<file path="src/rtl/rare_node_monitor_if.sv">
// Bundles the monitor's control, sample and report signals; master drives samples, slave is the monitor.
// rpt_tog is present only when RARE_TOGGLE_CNT_EN is defined.
interface rare_node_monitor_if #(
  parameter int NODE_W = 16,
  parameter int CNT_W  = 16
);
  localparam int IDX_W = (NODE_W > 1) ? $clog2(NODE_W) : 1;
  localparam int TOT_W = $clog2(NODE_W + 1);

  logic              start;
  logic              node_valid;
  logic [NODE_W-1:0] nodes;
  logic              busy;
  logic              rpt_valid;
  logic [IDX_W-1:0]  rpt_idx;
  logic              rpt_rare;
  logic [CNT_W-1:0]  rpt_ones;
  logic [TOT_W-1:0]  rare_total;
  logic              done;
`ifdef RARE_TOGGLE_CNT_EN
  logic [CNT_W-1:0]  rpt_tog;
`endif

  modport master (
    output start, node_valid, nodes,
`ifdef RARE_TOGGLE_CNT_EN
    input  rpt_tog,
`endif
    input  busy, rpt_valid, rpt_idx, rpt_rare, rpt_ones, rare_total, done
  );

  modport slave (
    input  start, node_valid, nodes,
`ifdef RARE_TOGGLE_CNT_EN
    output rpt_tog,
`endif
    output busy, rpt_valid, rpt_idx, rpt_rare, rpt_ones, rare_total, done
  );
endinterface

</file>
<file path="src/rtl/rare_node_monitor.sv">
// Counts per-node ones over a WINDOW of valid samples, then reports one node per cycle (index k at k+1 cycles after RUN exit).
// No backpressure: samples are taken whenever node_valid is high in RUN. RARE_TOGGLE_CNT_EN adds per-node toggle counting.
module rare_node_monitor #(
  parameter int NODE_W = 16,
  parameter int CNT_W  = 16,
  parameter int WINDOW = 1024,
  parameter int THRESH = 8
) (
  input logic               CK,
  input logic               RST,
  rare_node_monitor_if.slave mon
);
  localparam int IDX_W = (NODE_W > 1) ? $clog2(NODE_W) : 1;
  localparam int TOT_W = $clog2(NODE_W + 1);
  localparam logic [CNT_W:0] WIN_X = (CNT_W+1)'(WINDOW);
  localparam logic [CNT_W:0] THR_X = (CNT_W+1)'(THRESH);

  typedef enum logic [1:0] {IDLE, RUN, SCAN, DONE} state_t;

  state_t           state_q, state_d;
  logic [CNT_W-1:0] ones [NODE_W];
  logic [CNT_W-1:0] smp_cnt;
  logic [IDX_W-1:0] scan_idx;
  logic [TOT_W-1:0] rare_cnt;
  logic [TOT_W-1:0] rare_total_q;
  logic             last_smp, last_idx, cur_rare, rpt_valid;
  logic [CNT_W:0]   cur_ones, cur_zeros, cur_min;
`ifdef RARE_TOGGLE_CNT_EN
  logic [CNT_W-1:0]  tog [NODE_W];
  logic [NODE_W-1:0] prev_nodes;
  logic              first_smp;
`endif

  assign last_smp = (smp_cnt == CNT_W'(WINDOW - 1));
  assign last_idx = (scan_idx == IDX_W'(NODE_W - 1));

  always_ff @(posedge CK or posedge RST) begin
    if (RST) state_q <= IDLE;
    else     state_q <= state_d;
  end

  always_comb begin
    state_d = state_q;
    case (state_q)
      IDLE:    if (mon.start) state_d = RUN;
      RUN:     if (mon.node_valid && last_smp) state_d = SCAN;
      SCAN:    if (last_idx) state_d = DONE;
      DONE:    state_d = IDLE;
      default: state_d = IDLE;
    endcase
  end

  // Minority count is taken against WINDOW one bit wider so the subtraction cannot wrap.
  always_comb begin
    cur_ones  = {1'b0, ones[scan_idx]};
    cur_zeros = WIN_X - cur_ones;
    cur_min   = (cur_ones < cur_zeros) ? cur_ones : cur_zeros;
    cur_rare  = (cur_min < THR_X);
`ifdef RARE_TOGGLE_CNT_EN
    if ({1'b0, tog[scan_idx]} < THR_X) cur_rare = 1'b1;
`endif
  end

  always_ff @(posedge CK or posedge RST) begin
    if (RST) begin
      for (int i = 0; i < NODE_W; i++) ones[i] <= '0;
      smp_cnt      <= '0;
      scan_idx     <= '0;
      rare_cnt     <= '0;
      rare_total_q <= '0;
`ifdef RARE_TOGGLE_CNT_EN
      for (int i = 0; i < NODE_W; i++) tog[i] <= '0;
      prev_nodes <= '0;
      first_smp  <= 1'b1;
`endif
    end else begin
      case (state_q)
        IDLE: begin
          if (mon.start) begin
            for (int i = 0; i < NODE_W; i++) ones[i] <= '0;
            smp_cnt  <= '0;
            scan_idx <= '0;
            rare_cnt <= '0;
`ifdef RARE_TOGGLE_CNT_EN
            for (int i = 0; i < NODE_W; i++) tog[i] <= '0;
            first_smp <= 1'b1;
`endif
          end
        end
        RUN: begin
          if (mon.node_valid) begin
            smp_cnt <= smp_cnt + 1'b1;
            for (int i = 0; i < NODE_W; i++) ones[i] <= ones[i] + CNT_W'(mon.nodes[i]);
`ifdef RARE_TOGGLE_CNT_EN
            // The first sample of a window has no predecessor to compare against.
            for (int i = 0; i < NODE_W; i++)
              if (!first_smp && (mon.nodes[i] != prev_nodes[i])) tog[i] <= tog[i] + 1'b1;
            prev_nodes <= mon.nodes;
            first_smp  <= 1'b0;
`endif
          end
        end
        SCAN: begin
          rare_cnt <= rare_cnt + TOT_W'(cur_rare);
          if (last_idx) begin
            rare_total_q <= rare_cnt + TOT_W'(cur_rare);
            scan_idx     <= '0;
          end else begin
            scan_idx <= scan_idx + 1'b1;
          end
        end
        default: ;
      endcase
    end
  end

  assign rpt_valid      = (state_q == SCAN);
  assign mon.busy       = (state_q == RUN) || (state_q == SCAN);
  assign mon.done       = (state_q == DONE);
  assign mon.rpt_valid  = rpt_valid;
  assign mon.rpt_idx    = rpt_valid ? scan_idx : '0;
  assign mon.rpt_rare   = rpt_valid & cur_rare;
  assign mon.rpt_ones   = rpt_valid ? ones[scan_idx] : '0;
  assign mon.rare_total = rare_total_q;
`ifdef RARE_TOGGLE_CNT_EN
  assign mon.rpt_tog    = rpt_valid ? tog[scan_idx] : '0;
`endif
endmodule

</file>
<file path="src/flat_wrapper.sv">
// flat-port wrapper written by rule: the top's interface ports become plain ports
module rare_node_monitor_flat 
#(
  parameter int NODE_W = 16,
  parameter int CNT_W  = 16,
  parameter int WINDOW = 1024,
  parameter int THRESH = 8
)
  (CK, RST, mon_start, mon_node_valid, mon_nodes, mon_busy, mon_rpt_valid, mon_rpt_idx, mon_rpt_rare, mon_rpt_ones, mon_rare_total, mon_done);
  rare_node_monitor_if #(.NODE_W(NODE_W), .CNT_W(CNT_W)) mon_i ();
  input logic CK;
  input logic RST;
  input wire logic [$bits(mon_i.start)-1:0] mon_start;
  input wire logic [$bits(mon_i.node_valid)-1:0] mon_node_valid;
  input wire logic [$bits(mon_i.nodes)-1:0] mon_nodes;
  output wire logic [$bits(mon_i.busy)-1:0] mon_busy;
  output wire logic [$bits(mon_i.rpt_valid)-1:0] mon_rpt_valid;
  output wire logic [$bits(mon_i.rpt_idx)-1:0] mon_rpt_idx;
  output wire logic [$bits(mon_i.rpt_rare)-1:0] mon_rpt_rare;
  output wire logic [$bits(mon_i.rpt_ones)-1:0] mon_rpt_ones;
  output wire logic [$bits(mon_i.rare_total)-1:0] mon_rare_total;
  output wire logic [$bits(mon_i.done)-1:0] mon_done;
  assign mon_i.start = mon_start;
  assign mon_i.node_valid = mon_node_valid;
  assign mon_i.nodes = mon_nodes;
  assign mon_busy = mon_i.busy;
  assign mon_rpt_valid = mon_i.rpt_valid;
  assign mon_rpt_idx = mon_i.rpt_idx;
  assign mon_rpt_rare = mon_i.rpt_rare;
  assign mon_rpt_ones = mon_i.rpt_ones;
  assign mon_rare_total = mon_i.rare_total;
  assign mon_done = mon_i.done;
  rare_node_monitor #(.NODE_W(NODE_W), .CNT_W(CNT_W), .WINDOW(WINDOW), .THRESH(THRESH)) u_core (.CK(CK), .RST(RST), .mon(mon_i));
endmodule
</file>
<file path="config.mk">
export PLATFORM = sky130hd
export DESIGN_NAME = rare_node_monitor_flat
export DESIGN_NICKNAME = d
export VERILOG_FILES = /design/src/rtl/rare_node_monitor_if.sv /design/src/rtl/rare_node_monitor.sv /design/src/flat_wrapper.sv
export SDC_FILE = /design/constraint.sdc
export NUM_CORES = 1
export LEC_CHECK = 0
export BUFFER_PORTS_ARGS = -buffer_cell sky130_fd_sc_hd__clkbuf_2
export CAP_MARGIN = 10
export CELL_PAD_IN_SITES_DETAIL_PLACEMENT = 1
export CELL_PAD_IN_SITES_GLOBAL_PLACEMENT = 1
export CORE_UTILIZATION = 35
export DETAILED_ROUTE_END_ITERATION = 7
export GPL_TIMING_DRIVEN = 0
export PLACE_DENSITY = 0.71
export RECOVER_POWER = 50
export SLEW_MARGIN = 20
export SYNTH_ARGS = -nofsm -noshare
export SYNTH_HDL_FRONTEND = slang
export SYNTH_SLANG_ARGS = --single-unit
</file>
<file path="constraint.sdc">
create_clock -name CK -period 11.98 [get_ports CK]
set_clock_uncertainty 0.1 [all_clocks]
set_input_delay 0.599 -clock CK [delete_from_list [all_inputs] [get_ports CK]]
set_output_delay 0.599 -clock CK [all_outputs]
set_load 0.005 [all_outputs]
</file>
# Word-level counts from Yosys, hierarchy flattened
# Index checks and enable logic that the tools add are counted.
word_totals:
  input_bits: 20
  regBits: 288
  out_inout_bits: 29
  word_cells: 85
op_classes:
  n_reduce_logical: 9
  bitwise_logic: 2
  n_eq_ne: 9
  mux: 21
  n_addsub: 20
  magnitude_cmp: 3
ops:
  columns: ["op", "n"]
  rows:
  - ["2-to-1 mux 256 bit", 2]
  - ["one-hot mux 256 bit (2 select lines)", 1]
  - ["adder 16 x 1 -> 16 bit", 16]
  - ["2-to-1 mux 16 bit", 5]
  - ["binary-select mux 16 bit (select 4 bit)", 1]
  - ["one-hot mux 16 bit (2 select lines)", 1]
  - ["less-than comparator 16 x 17 -> 1 bit", 1]
  - ["less-than comparator 17 x 4 -> 1 bit (second input constant)", 1]
  - ["2-to-1 mux 17 bit", 1]
  - ["subtractor 11 x 16 -> 17 bit (first input constant)", 1]
  - ["adder 16 x 1 -> 16 bit (second input constant)", 1]
  - ["equality test 16 x 10 -> 1 bit (second input constant)", 1]
  - ["2-to-1 mux 4 bit", 3]
  - ["one-hot mux 5 bit (2 select lines)", 1]
  - ["one-hot mux 2 bit (4 select lines)", 1]
  - ["one-hot mux 4 bit (2 select lines)", 1]
  - ["2-to-1 mux 2 bit", 3]
  - ["AND reduction 3 bit", 2]
  - ["adder 5 x 1 -> 5 bit", 1]
  - [">= comparator 5 bit (second input constant)", 1]
  - ["2-to-1 mux 5 bit", 1]
  - ["inverter 4 -> 5 bit", 1]
  - ["adder 4 x 1 -> 4 bit (second input constant)", 1]
  - ["equality test 2 bit (second input constant)", 2]
  - ["other kinds (10)", 14]

# Logic depth before layout (Yosys ltp)
# Gate-level depths: netlist of the first run.
logic_depth:
  depth_word: 10
  ltp_mapped: 28
  depth_no_buf: 23

# Worst setup path before layout of the first run
# No wires, ideal clock.
synth_path:
  kind: "reg2reg"
  from: "register u_core.scan_idx[1]"
  to: "register u_core.rare_total_q[4], in the netlist u_core.mon.rare_total[4]"
  setup_time_ns: 0.130
  setup_slack_ns: 7.052
  path_stages_with_launch: 27
  arrival_ns: 4.698
  period_less_slack_ns: 4.928
  t_required_ns: 11.750
  n_path_buf: 4
  cell_sequence: "dfrtp_1 > buf_2 > buf_2 > buf_2 > buf_1 > mux4_2 > a22oi_1 > nand2_1 > nor3_2 > and2_1 > nand2_1 > nand2_1 > inv_2 > or4_1 > ha_1 > inv_1 > o31a_1 > a21o_1 > o211ai_1 > a31oi_1 > mux2i_1 > nor2b_1 > ha_1 > ha_1 > nand3_1 > xor2_1 > o21ai_0"
synth_between:
  elab_chain_len: 9
  word_cells_on_any_way: 11
  classes_between: "add/sub (2); order compare (2); eq/ne (1); mux (4); bitwise (1); reduce/logical (1)"
synth_lines:
  columns: ["element", "line", "source"]
  rows:
  - ["from (decl)", "rare_node_monitor.sv:23", "logic [IDX_W-1:0] scan_idx;"]
  - ["from (signal assigned)", "rare_node_monitor.sv:109", "scan_idx <= scan_idx + 1'b1;"]
  - ["inverter 4 -> 5 bit (implied by the code)", "rare_node_monitor.sv:55", "cur_ones = {1'b0, ones[scan_idx]};"]
  - ["binary-select mux 16 bit (select 4 bit)", "rare_node_monitor.sv:55", null]
  - ["2-to-1 mux 16 bit (implied by the code) (2 in a row)", "rare_node_monitor.sv:55", null]
  - ["subtractor 11 x 16 -> 17 bit", "rare_node_monitor.sv:56", "cur_zeros = WIN_X - cur_ones;"]
  - ["less-than comparator 16 x 17 -> 1 bit", "rare_node_monitor.sv:57", "cur_min = (cur_ones < cur_zeros) ? cur_ones : cur_zeros;"]
  - ["2-to-1 mux 17 bit", "rare_node_monitor.sv:57", null]
  - ["less-than comparator 17 x 4 -> 1 bit", "rare_node_monitor.sv:58", "cur_rare = (cur_min < THR_X);"]
  - ["adder 5 x 1 -> 5 bit", "rare_node_monitor.sv:106", "rare_total_q <= rare_cnt + TOT_W'(cur_rare);"]
  - ["to (signal assigned)", "rare_node_monitor.sv:106", null]
  - ["to (decl)", "rare_node_monitor.sv:25", "logic [TOT_W-1:0] rare_total_q;"]
# Parallel ways exist; a longest one is shown, timed or not. The select of a mux whose other input is x is not followed.
# A chain may end at the register's enable or synchronous reset.

==> results of run 1 <==
layout make-up:
class	count	area share (%)
buffer	70	2.02
clock inverter	12	0.764
multi-input combinational	1228	46.3
tap	600	4.06
sequential	288	39.0
antenna	1	0.0135
timing repair buffer	50	1.31
clock buffer	53	5.83
inverter	39	0.798
worst register-to-register path: cells and delay by family (launching register included):
kind            cells  cell delay, ns
xor+xnor            1            0.18
fa+ha+maj           3            0.83
flops               1            0.36
compound gates      6            0.94
buf+inv             6            2.37
simple gates        8            1.63
mux                 2            0.84
cells by family (layout without fill, tap and decap cells):
family                   Yosys count  in the layout  share of synthesized area [%]
buffers and inverters            109            224                           3.19
flip-flops                       288            288                           44.3
multiplexers                      85             85                           9.73
XOR/XNOR                         194            194                           10.4
AND/OR/NAND/NOR                  694            694                           20.6
AO/OA/AOI/OAI                    206            206                           7.99
adder cells (fa/ha/maj)           49             49                           3.77
other                              0              1                              0
routing by layer:
metal	GRT usage (%)	up-vias	wire length, um
li1	-	5941	-
met4	9.39	0	2130
met3	3.77	126	2710
met1	32.8	7033	24600
met5	0	-	0
met2	39.5	364	26600
registers in the layout (all words and copies together), names as in the netlist:
name and count:
u_core.smp_cnt 16, u_core.ones 256, u_core.scan_idx 4, u_core.mon.rare_total 5, u_core.rare_cnt 5, u_core.state_q 2
metrics by stage:
stage | utilization (%) | cells | setup WS, ns
after floorplan | - | 1625 | 3.33
after CTS | 40.6 | 2340 | 4.43
after global routing | 40.5 | 2340 | 2.38
after global placement | 37.8 | 2273 | -0.472
final | 40.5 | 2341 | 4.02
after detailed placement | 38.0 | 2275 | 4.73
cell usage in the layout (no fill, tap or decap), types with 3 or more instances in the layout:
| cell | count |
|---|---|
| dfrtp_1 | 288 |
| nor2_1 | 241 |
| xor2_1 | 153 |
| nand2_1 | 137 |
| nand4_1 | 74 |
| nand3_1 | 72 |
| o21ai_0 | 71 |
| clkbuf_1 | 65 |
| or3_1 | 55 |
| a21oi_1 | 54 |
| mux4_2 | 49 |
| ha_1 | 49 |
| clkbuf_2 | 43 |
| xnor2_1 | 41 |
| clkbuf_16 | 39 |
| inv_1 | 36 |
| a22o_1 | 35 |
| and2_1 | 31 |
| and3_1 | 27 |
| mux2i_1 | 24 |
| nor3_1 | 18 |
| a22oi_1 | 18 |
| nor2b_1 | 12 |
| a221oi_1 | 10 |
| buf_2 | 8 |
| and4_1 | 7 |
| mux4_1 | 7 |
| clkinv_2 | 7 |
| buf_1 | 5 |
| buf_12 | 5 |
| clkbuf_8 | 5 |
| nand2b_1 | 4 |
| a31oi_1 | 4 |
| o31ai_1 | 4 |
| mux2_2 | 4 |
| bufinv_16 | 3 |
worst min path at each step:
| stage | to | slack (ns) | cells after the start |
|---|---|---|---|
| floorplan | u_core.rare_cnt[4]$_DFFE_PP0P_ | 0.37 | 2 |
| global placement | u_core.mon.rare_total[4]$_DFFE_PP0P_ | 0.36 | 2 |
| detailed placement | u_core.mon.rare_total[2]$_DFFE_PP0P_ | 0.37 | 2 |
| CTS | u_core.ones[209]$_DFFE_PP0P_ | 0.1 | 2 |
| global route | u_core.ones[240]$_DFFE_PP0P_ | 0.31 | 3 |
| finish | u_core.ones[240]$_DFFE_PP0P_ | 0.31 | 3 |
where the power goes:
group | internal (W) | switching, W
Clock | 0.000690 | 0.000457
Sequential | 0.00102 | 0.0000587
Combinational | 0.000309 | 0.000709
Total | 0.00202 | 0.00122
==> flow_metrics.env, run 1 <==
export IMPL_initial_utilization_pct=35.6
export IMPL_crit_slowest_cell="clkbuf_1"
export IMPL_startpoint="RST"
export IMPL_cpMostUsedCell="clkbuf_1"
export IMPL_dr_pass1_iters=5
export IMPL_crit_required_ns=11.22
export IMPL_synth_cell_types=59
export IMPL_place_area_um2=17300
export IMPL_die_h_um=218
export IMPL_post_cts_buffers=0
export IMPL_violations="max-capacitance violations, max-slew violations"
export IMPL_htreeDepth=2
export IMPL_areaGrowthSynthToFinish_pct=13.6
export IMPL_crit_fanout=99
export IMPL_cts_sinks=288
export IMPL_num_fill_cells=5154
export IMPL_std_cell_rows=78
export IMPL_cts_buffers_inserted=37
export IMPL_finalInstanceArea_um2=18500
export IMPL_syn_avg_cell_area_um2=10.0
export IMPL_drtIter0Drc=1043
export IMPL_endpoint="u_core.ones[54]$_DFFE_PP0P_"
export IMPL_gp_congestion=0.895
export IMPL_first_global_vias=13935
export IMPL_hold_violations=0
export IMPL_die_w_um=218
export IMPL_drt_total_wl_mm=56.1
export IMPL_syn_nets=1694
export IMPL_wl_per_cell_um=24.0
export IMPL_fp_coreArea_um2=45700
export IMPL_crit_family="buffers and inverters"
export IMPL_setup_viol=0
export IMPL_crit_chain="clkbuf_1, clkinvlp_2, clkbuf_1"
export IMPL_yosysTopAreaCellShare_pct=44.3
export IMPL_cts_root_buf="clkbuf_16"
export IMPL_ys_seq_elements=288
export IMPL_hp_start="mon_nodes[0]"
export IMPL_via_per_inst=5.75
export IMPL_io_buffers=48
export IMPL_drv_slew=293
export IMPL_overflow=0
export IMPL_max_stage_delay_ns=3.95
export IMPL_max_freq_mhz=126
export IMPL_dp_hpwl_mm=41.3
export IMPL_netlist_top_cells_count="dfrtp_1, nor2_1, xor2_1"
export IMPL_vias=13464
export IMPL_status="complete, but fails checks"
export IMPL_synth_edf_count=0
export IMPL_period_minus_slack_ns=7.96
export IMPL_grt_max_degree=100
export IMPL_final_nets=1783
export IMPL_r2r_slack_ns=4.60
export IMPL_path_class="in2async"
export IMPL_hold_class="in2reg"
export IMPL_peakVddDrop_uv=103
export IMPL_worstReg2RegEnd="u_core.mon.rare_total[4]$_DFFE_PP0P_"
export IMPL_ctsHoldBuffers=0
export IMPL_cp_depth=3
export IMPL_grt_pass1_wl_mm=87.1
export IMPL_ant_nets=0
export IMPL_startpoint_type="input port"
export IMPL_clkLatencyLatePin_ns=0.56
export IMPL_tightest_slew_ns=5.44
export IMPL_regArea_um2=7210
export IMPL_ys_seq_area_share_pct=44.3
export IMPL_synth_ff_type="dfrtp_1"
export IMPL_fin_crit_sh_pct=66.4
export IMPL_cts_resized=0
export IMPL_final_setup_tns_ns=0
export IMPL_pin_count=49
export IMPL_grt_usage_pct=24.4
export IMPL_critPathArrivalTime_ns=7.20
export IMPL_drc_errors=0
export IMPL_whs_ns=0.306
export IMPL_rsz0062_at_grt="no"
export IMPL_max_cap_violations=3
export IMPL_clk_path_buf_depth=3
export IMPL_relSlewSlack_pct=-263
export IMPL_dieArea_um2=47400
export IMPL_p_total_w=0.00325
export IMPL_ys_top_cells_by_area="dfrtp_1, xor2_1, mux4_2"
export IMPL_drive_gt1_share_pct=10.6
export IMPL_clkTransAtPathRegs_ns=0.05
export IMPL_postSynthCellCount=1625
export IMPL_multi_input_area_um2=8560
export IMPL_yosysTopAreaCell="dfrtp_1"
export IMPL_netlist_area_um2=16300
export IMPL_r2r_start="u_core.scan_idx[1]$_DFFE_PP0P_"
export IMPL_synth_most_common_cell="dfrtp_1"
export IMPL_power_density_nw_per_um2=175
export IMPL_synthArstFlopShare_pct=100
export IMPL_cp_end_kind="asynchronous set/reset pin"
export IMPL_ys_warn_count=0
export IMPL_r2r_cells=26
export IMPL_critical_path_buf_inv_count=3
export IMPL_tritoncts="yes"
export IMPL_leakage_nw=8.23
export IMPL_antenna_found_initial=0
Power figures use the tool's default switching activity.
==> run 2, diff against run 1 <==
- clock period: 11.98 -> 8.1 ns (I/O delays scaled with it)
==> flow_metrics.env, run 2 (same netlist as run 1, synthesis figures left out) <==
export IMPL_clkTransAtPathRegs_ns=0.06
export IMPL_cts_resized=0
export IMPL_io_buffers=48
export IMPL_drive_gt1_share_pct=10.3
export IMPL_path_class="reg2out"
export IMPL_period_minus_slack_ns=7.53
export IMPL_dieArea_um2=47400
export IMPL_max_freq_mhz=133
export IMPL_reg_largest_list="u_core.ones (256), u_core.smp_cnt (16)"
export IMPL_clk_path_buf_depth=3
export IMPL_max_cap_violations=6
export IMPL_vias=13429
export IMPL_overflow=0
export IMPL_diodes=0
export IMPL_clkLatencyLatePin_ns=0.55
export IMPL_routed_wl_met3_mm=2.84
export IMPL_htreeDepth=2
export IMPL_final_nets=1790
export IMPL_wl_met1_mm=24.6
export IMPL_areaGrowthSynthToFinish_pct=13.5
export IMPL_drc_errors=0
export IMPL_startpoint_type="flip-flop"
export IMPL_cts_root_buf="clkbuf_16"
export IMPL_wl_per_cell_um=23.9
export IMPL_cp_end_kind="output pin"
export IMPL_tightest_slew_ns=1.92
export IMPL_grt_pass1_wl_mm=86.4
export IMPL_highest_layer="met4"
export IMPL_dp_hpwl_mm=42.3
export IMPL_std_cell_rows=78
export IMPL_grt_usage_pct=24.3
export IMPL_crit_required_ns=7.60
export IMPL_gp_congestion=0.896
export IMPL_drv_slew=155
export IMPL_ctsHoldBuffers=1
export IMPL_critPathArrivalTime_ns=7.03
export IMPL_finalInstanceArea_um2=18500
export IMPL_fin_crit_sh_pct=93.0
export IMPL_setup_viol=0
export IMPL_final_common_cell="dfrtp_1"
export IMPL_grt_max_degree=33
export IMPL_layout_common_cells="dfrtp_1, nor2_1, xor2_1"
export IMPL_leakage_nw=8.21
export IMPL_via_per_inst=5.72
export IMPL_peakVddDrop_uv=126
export IMPL_tritoncts="yes"
export IMPL_pin_count=49
export IMPL_status="complete, but fails checks"
export IMPL_relSlewSlack_pct=-28.0
export IMPL_num_fill_cells=5204
export IMPL_fp_coreArea_um2=45700
export IMPL_violations="max-capacitance violations, max-slew violations"
export IMPL_final_setup_tns_ns=0
export IMPL_largest_reg_flops=256
export IMPL_drt_total_wl_mm=56.0
export IMPL_whs_ns=0.107
export IMPL_rsz0062_at_grt="no"
export IMPL_die_h_um=218
export IMPL_dr_wl_met2_mm=26.3
export IMPL_cts_buffers_inserted=35
export IMPL_dr_pass1_iters=5
export IMPL_top_register="u_core.ones"
export IMPL_hold_violations=0
export IMPL_hold_class="in2reg"
export IMPL_crit_fanout=10
export IMPL_initial_utilization_pct=35.6
export IMPL_drtIter0Drc=965
export IMPL_die_w_um=218
export IMPL_power_density_nw_per_um2=255
export IMPL_place_area_um2=17500
export IMPL_antenna_found_initial=2
export IMPL_cts_sinks=288
export IMPL_first_global_vias=13870
export IMPL_post_cts_buffers=0
export IMPL_ant_nets=0
==> run 2: area by class of cell <==
type / count / area (um^2) / area share [%]
multi-input combinational: 1228 / 8560 / 46.3
sequential: 288 / 7210 / 39.0
clock buffer: 55 / 1050 / 5.70
tap: 600 / 751 / 4.06
buffer: 70 / 373 / 2.02
timing repair buffer: 59 / 299 / 1.62
inverter: 39 / 148 / 0.799
clock inverter: 7 / 88.8 / 0.481
==> run 2: metal layers <==
metal	track usage (%)	vias up
li1	-	5951
met1	32.5	6957
met2	39.0	399
met3	3.50	122
met4	10.7	0
met5	0	-
==> run 2: worst max-delay path: stages (launching register included) <==
cell and delay (ns):
dfrtp_1 0.35, buf_2 0.43, buf_2 0.48, buf_2 0.52, buf_1 0.85, mux4_2 0.49, a22oi_1 0.20, nand2_1 0.23
nor3_2 0.26, and2_1 0.19, nand2_1 0.09, nand2_1 0.13, inv_2 0.06, or4_1 0.51, ha_1 0.35, inv_1 0.07
o31a_1 0.12, a21o_1 0.17, o211ai_1 0.11, a31oi_1 0.24, mux2i_1 0.36, nor2_1 0.10, clkbuf_2 0.12
==> run 2: stage by stage <==
step	setup slack [ns]	std cells	utilization (%)	power (W)
final	0.569	2346	40.5	0.00470
after floorplan	3.17	1625	-	0.00250
after global placement	0.890	2273	37.8	0.00308
after global routing	0.342	2346	40.5	0.00488
after CTS	0.703	2346	40.8	0.00474
after detailed placement	0.738	2283	38.3	0.00312
==> run 2: worst paths after layout <==
kind / slack [ns] / endpoint / startpoint / depth (start not counted)
min: 0.11 / u_core.ones[208]$_DFFE_PP0P_ / mon_nodes[2] / 3
max reg2reg: 0.60 / u_core.rare_cnt[4]$_DFFE_PP0P_ / u_core.scan_idx[1]$_DFFE_PP0P_ / 26
max: 0.57 / mon_rpt_rare / u_core.scan_idx[1]$_DFFE_PP0P_ / 22
min reg2reg: 0.38 / u_core.mon.rare_total[4]$_DFFE_PP0P_ / u_core.mon.rare_total[4]$_DFFE_PP0P_ / 2
max in group asynchronous: 1.58 / u_core.smp_cnt[10]$_DFFE_PP0P_ / RST / 7
min in group asynchronous: 0.44 / u_core.ones[233]$_DFFE_PP0P_ / RST / 3
==> run 2: power breakdown <==
| part | internal (W) | switching (W) | leakage, nW | total, W |
|---|---|---|---|---|
| Clock | 0.000956 | 0.000642 | 0.561 | 0.00160 |
| Sequential | 0.00151 | 0.0000862 | 4.00 | 0.00160 |
| Combinational | 0.000460 | 0.00105 | 3.64 | 0.00151 |
==> run 3, diff against run 2 <==
- ABC_AREA: not set -> 1
- PLACE_DENSITY: 0.71 -> 0.74
==> flow_metrics.env, run 3 <==
export IMPL_power_density_nw_per_um2=292
export IMPL_synth_cell_types=49
export IMPL_ant_nets=0
export IMPL_std_cell_rows=81
export IMPL_path_class="reg2out"
export IMPL_yosysTopAreaCellShare_pct=41.1
export IMPL_critPathArrivalTime_ns=6.07
export IMPL_dr_pass1_iters=6
export IMPL_antenna_found_initial=1
export IMPL_cts_sinks=288
export IMPL_ys_warn_count=0
export IMPL_postSynthCellCount=2446
export IMPL_fin_crit_sh_pct=81.2
export IMPL_vias=17716
export IMPL_clkLatencyLatePin_ns=0.56
export IMPL_rsz0062_at_grt="no"
export IMPL_ys_seq_area_share_pct=41.1
export IMPL_layout_common_cells="nand2_1, inv_1, dfrtp_1"
export IMPL_drtIter0Drc=1428
export IMPL_drt_total_wl_mm=72.3
export IMPL_io_buffers=48
export IMPL_reg_largest_list="u_core.ones (256), u_core.smp_cnt (16)"
export IMPL_ys_top_cells_by_area="dfrtp_1, nand2_1, inv_1"
export IMPL_pin_count=49
export IMPL_overflow=0
export IMPL_whs_ns=0.109
export IMPL_synthXorXnorAreaFrac_pct=0.250
export IMPL_synth_edf_count=0
export IMPL_setup_viol=0
export IMPL_yosysTopAreaCell="dfrtp_1"
export IMPL_diodes=0
export IMPL_via_per_inst=5.49
export IMPL_synth_most_common_cell="nand2_1"
export IMPL_dr_wl_met2_mm=32.3
export IMPL_netlist_area_um2=17500
export IMPL_crit_fanout=10
export IMPL_routed_wl_met3_mm=4.49
export IMPL_peakVddDrop_uv=133
export IMPL_synth_compound_area_share_pct=14.2
export IMPL_drc_errors=0
export IMPL_highest_layer="met4"
export IMPL_synth_ff_type="dfrtp_1"
export IMPL_min_to="u_core.ones[144]$_DFFE_PP0P_"
export IMPL_synth_top_family_by_area="simple AND/OR/NAND/NOR gates"
export IMPL_dp_hpwl_mm=53.4
export IMPL_wl_per_cell_um=22.4
export IMPL_syn_avg_cell_area_um2=7.16
export IMPL_top_register="u_core.ones"
export IMPL_max_cap_violations=7
export IMPL_hold_depth=4
export IMPL_finalNonFillerCells=3228
export IMPL_drive_gt1_share_pct=8.00
export IMPL_fp_coreArea_um2=49200
export IMPL_violations="max-capacitance violations, max-slew violations"
export IMPL_cts_root_buf="clkbuf_16"
export IMPL_dieArea_um2=51000
export IMPL_die_w_um=226
export IMPL_final_nets=2613
export IMPL_cp_end_kind="output pin"
export IMPL_gp_congestion=0.994
export IMPL_crit_required_ns=7.60
export IMPL_r2r_cells=26
export IMPL_first_global_vias=18278
export IMPL_hp_start="mon_nodes[6]"
export IMPL_hold_class="in2reg"
export IMPL_ys_seq_elements=288
export IMPL_post_place_cells=3168
export IMPL_final_common_cell="nand2_1"
export IMPL_synthMuxAreaShare_pct=0.257
export IMPL_synthAdderAreaFrac_pct=3.50
export IMPL_r2r_start="u_core.scan_idx[0]$_DFFE_PP0P_"
export IMPL_htreeDepth=2
export IMPL_max_freq_mhz=152
export IMPL_leakage_nw=8.90
export IMPL_tritoncts="yes"
export IMPL_post_cts_buffers=0
export IMPL_grt_pass1_wl_mm=110
export IMPL_period_minus_slack_ns=6.57
export IMPL_r2r_slack_ns=1.59
export IMPL_worstReg2RegEnd="u_core.mon.rare_total[4]$_DFFE_PP0P_"
export IMPL_status="complete, but fails checks"
export IMPL_syn_nets=2515
export IMPL_netlist_top_cells_count="nand2_1, inv_1, dfrtp_1"
export IMPL_initial_utilization_pct=35.6
export IMPL_clkTransAtPathRegs_ns=0.06
export IMPL_p_total_w=0.00575
export IMPL_hold_violations=0
export IMPL_die_h_um=226
export IMPL_cts_buffers_inserted=37
export IMPL_grt_max_degree=33
export IMPL_largest_reg_flops=256
export IMPL_clk_path_buf_depth=3
export IMPL_areaGrowthSynthToFinish_pct=12.4
export IMPL_drv_slew=210
export IMPL_synthArstFlopShare_pct=100
export IMPL_tightest_slew_ns=1.80
export IMPL_synthSimpleGateAreaFrac_pct=31.1
export IMPL_wl_met1_mm=32.1
export IMPL_startpoint_type="flip-flop"
export IMPL_grt_usage_pct=29.0
export IMPL_final_setup_tns_ns=0
export IMPL_relSlewSlack_pct=-20.1
==> run 3: kinds of logic after synthesis <==
kind of cell             after synthesis
AO/OA/AOI/OAI                        460
AND/OR/NAND/NOR                     1222
multiplexers                           4
buffers and inverters                418
adder cells (fa/ha/maj)               49
XOR/XNOR                               5
flip-flops                           288
==> run 3: worst max-delay path, stage by stage, from the launching register on <==
cell and delay, ns:
dfrtp_1 0.46, inv_2 0.13, buf_2 0.37, clkbuf_1 0.83, clkbuf_1 0.62, o21ai_0 0.20, o2111ai_1 0.29, nand2_1 0.21
inv_1 0.16, nand2_1 0.11, inv_1 0.10, nand2_1 0.09, o21ai_1 0.25, nand3_1 0.11, ha_1 0.32, nor4_1 0.47
nand3_1 0.14, nor2_1 0.16, nand3_1 0.08, nand2_1 0.09, nand3_2 0.09, nor2_2 0.09, clkbuf_2 0.12
==> run 3: worst max path at each step <==
stage                                   startpoint  cells after the start                                    to
finish              u_core.scan_idx[0]$_DFFE_PP0P_                     22                          mon_rpt_rare
global route                                   RST                      7          u_core.ones[105]$_DFFE_PP0P_
CTS                 u_core.scan_idx[0]$_DFFE_PP0P_                     24                          mon_rpt_rare
detailed placement  u_core.scan_idx[0]$_DFFE_PP0P_                     28  u_core.mon.rare_total[4]$_DFFE_PP0P_
global placement                               RST                      2          u_core.ones[106]$_DFFE_PP0P_
floorplan                                      RST                      1  u_core.mon.rare_total[0]$_DFFE_PP0P_
==> run 3: layout make-up <==
type | count | area, um^2
buffer | 94 | 460
clock buffer | 58 | 1050
clock inverter | 1 | 8.76
fill | 6291 | 29500
inverter | 324 | 1220
multi-input combinational | 1740 | 8630
sequential | 288 | 7210
tap | 664 | 831
timing repair buffer | 59 | 278
==> run 3: stage by stage <==
| stage | cell area [um^2] | setup slack [ns] | util, % |
|---|---|---|---|
| final | 19700 | 1.53 | 40.1 |
| after global routing | 19700 | 0.972 | 40.1 |
| after CTS | 19900 | 2.20 | 40.5 |
| after detailed placement | 18800 | 2.28 | 38.3 |
| after global placement | 18600 | 1.57 | 37.8 |
| after floorplan | 17500 | 3.78 | - |
==> run 3: repair_timing <==
item,CTS,global route
hold buffers,1,0
endpoints found under the hold margin,25,0
gates resized for setup,0,0
==> run 3: power by group <==
part / switching (W) / internal, W
combinational: 0.00201 / 0.000601
sequential: 0.0000793 / 0.00151
clock: 0.000668 / 0.000885
total: 0.00276 / 0.00300
==> run 3: routing by layer <==
layer	global-route usage, %	vias up
li1	-	8197
met2	46.0	570
met3	4.23	164
met5	0	-
met1	39.0	8785
met4	13.2	0
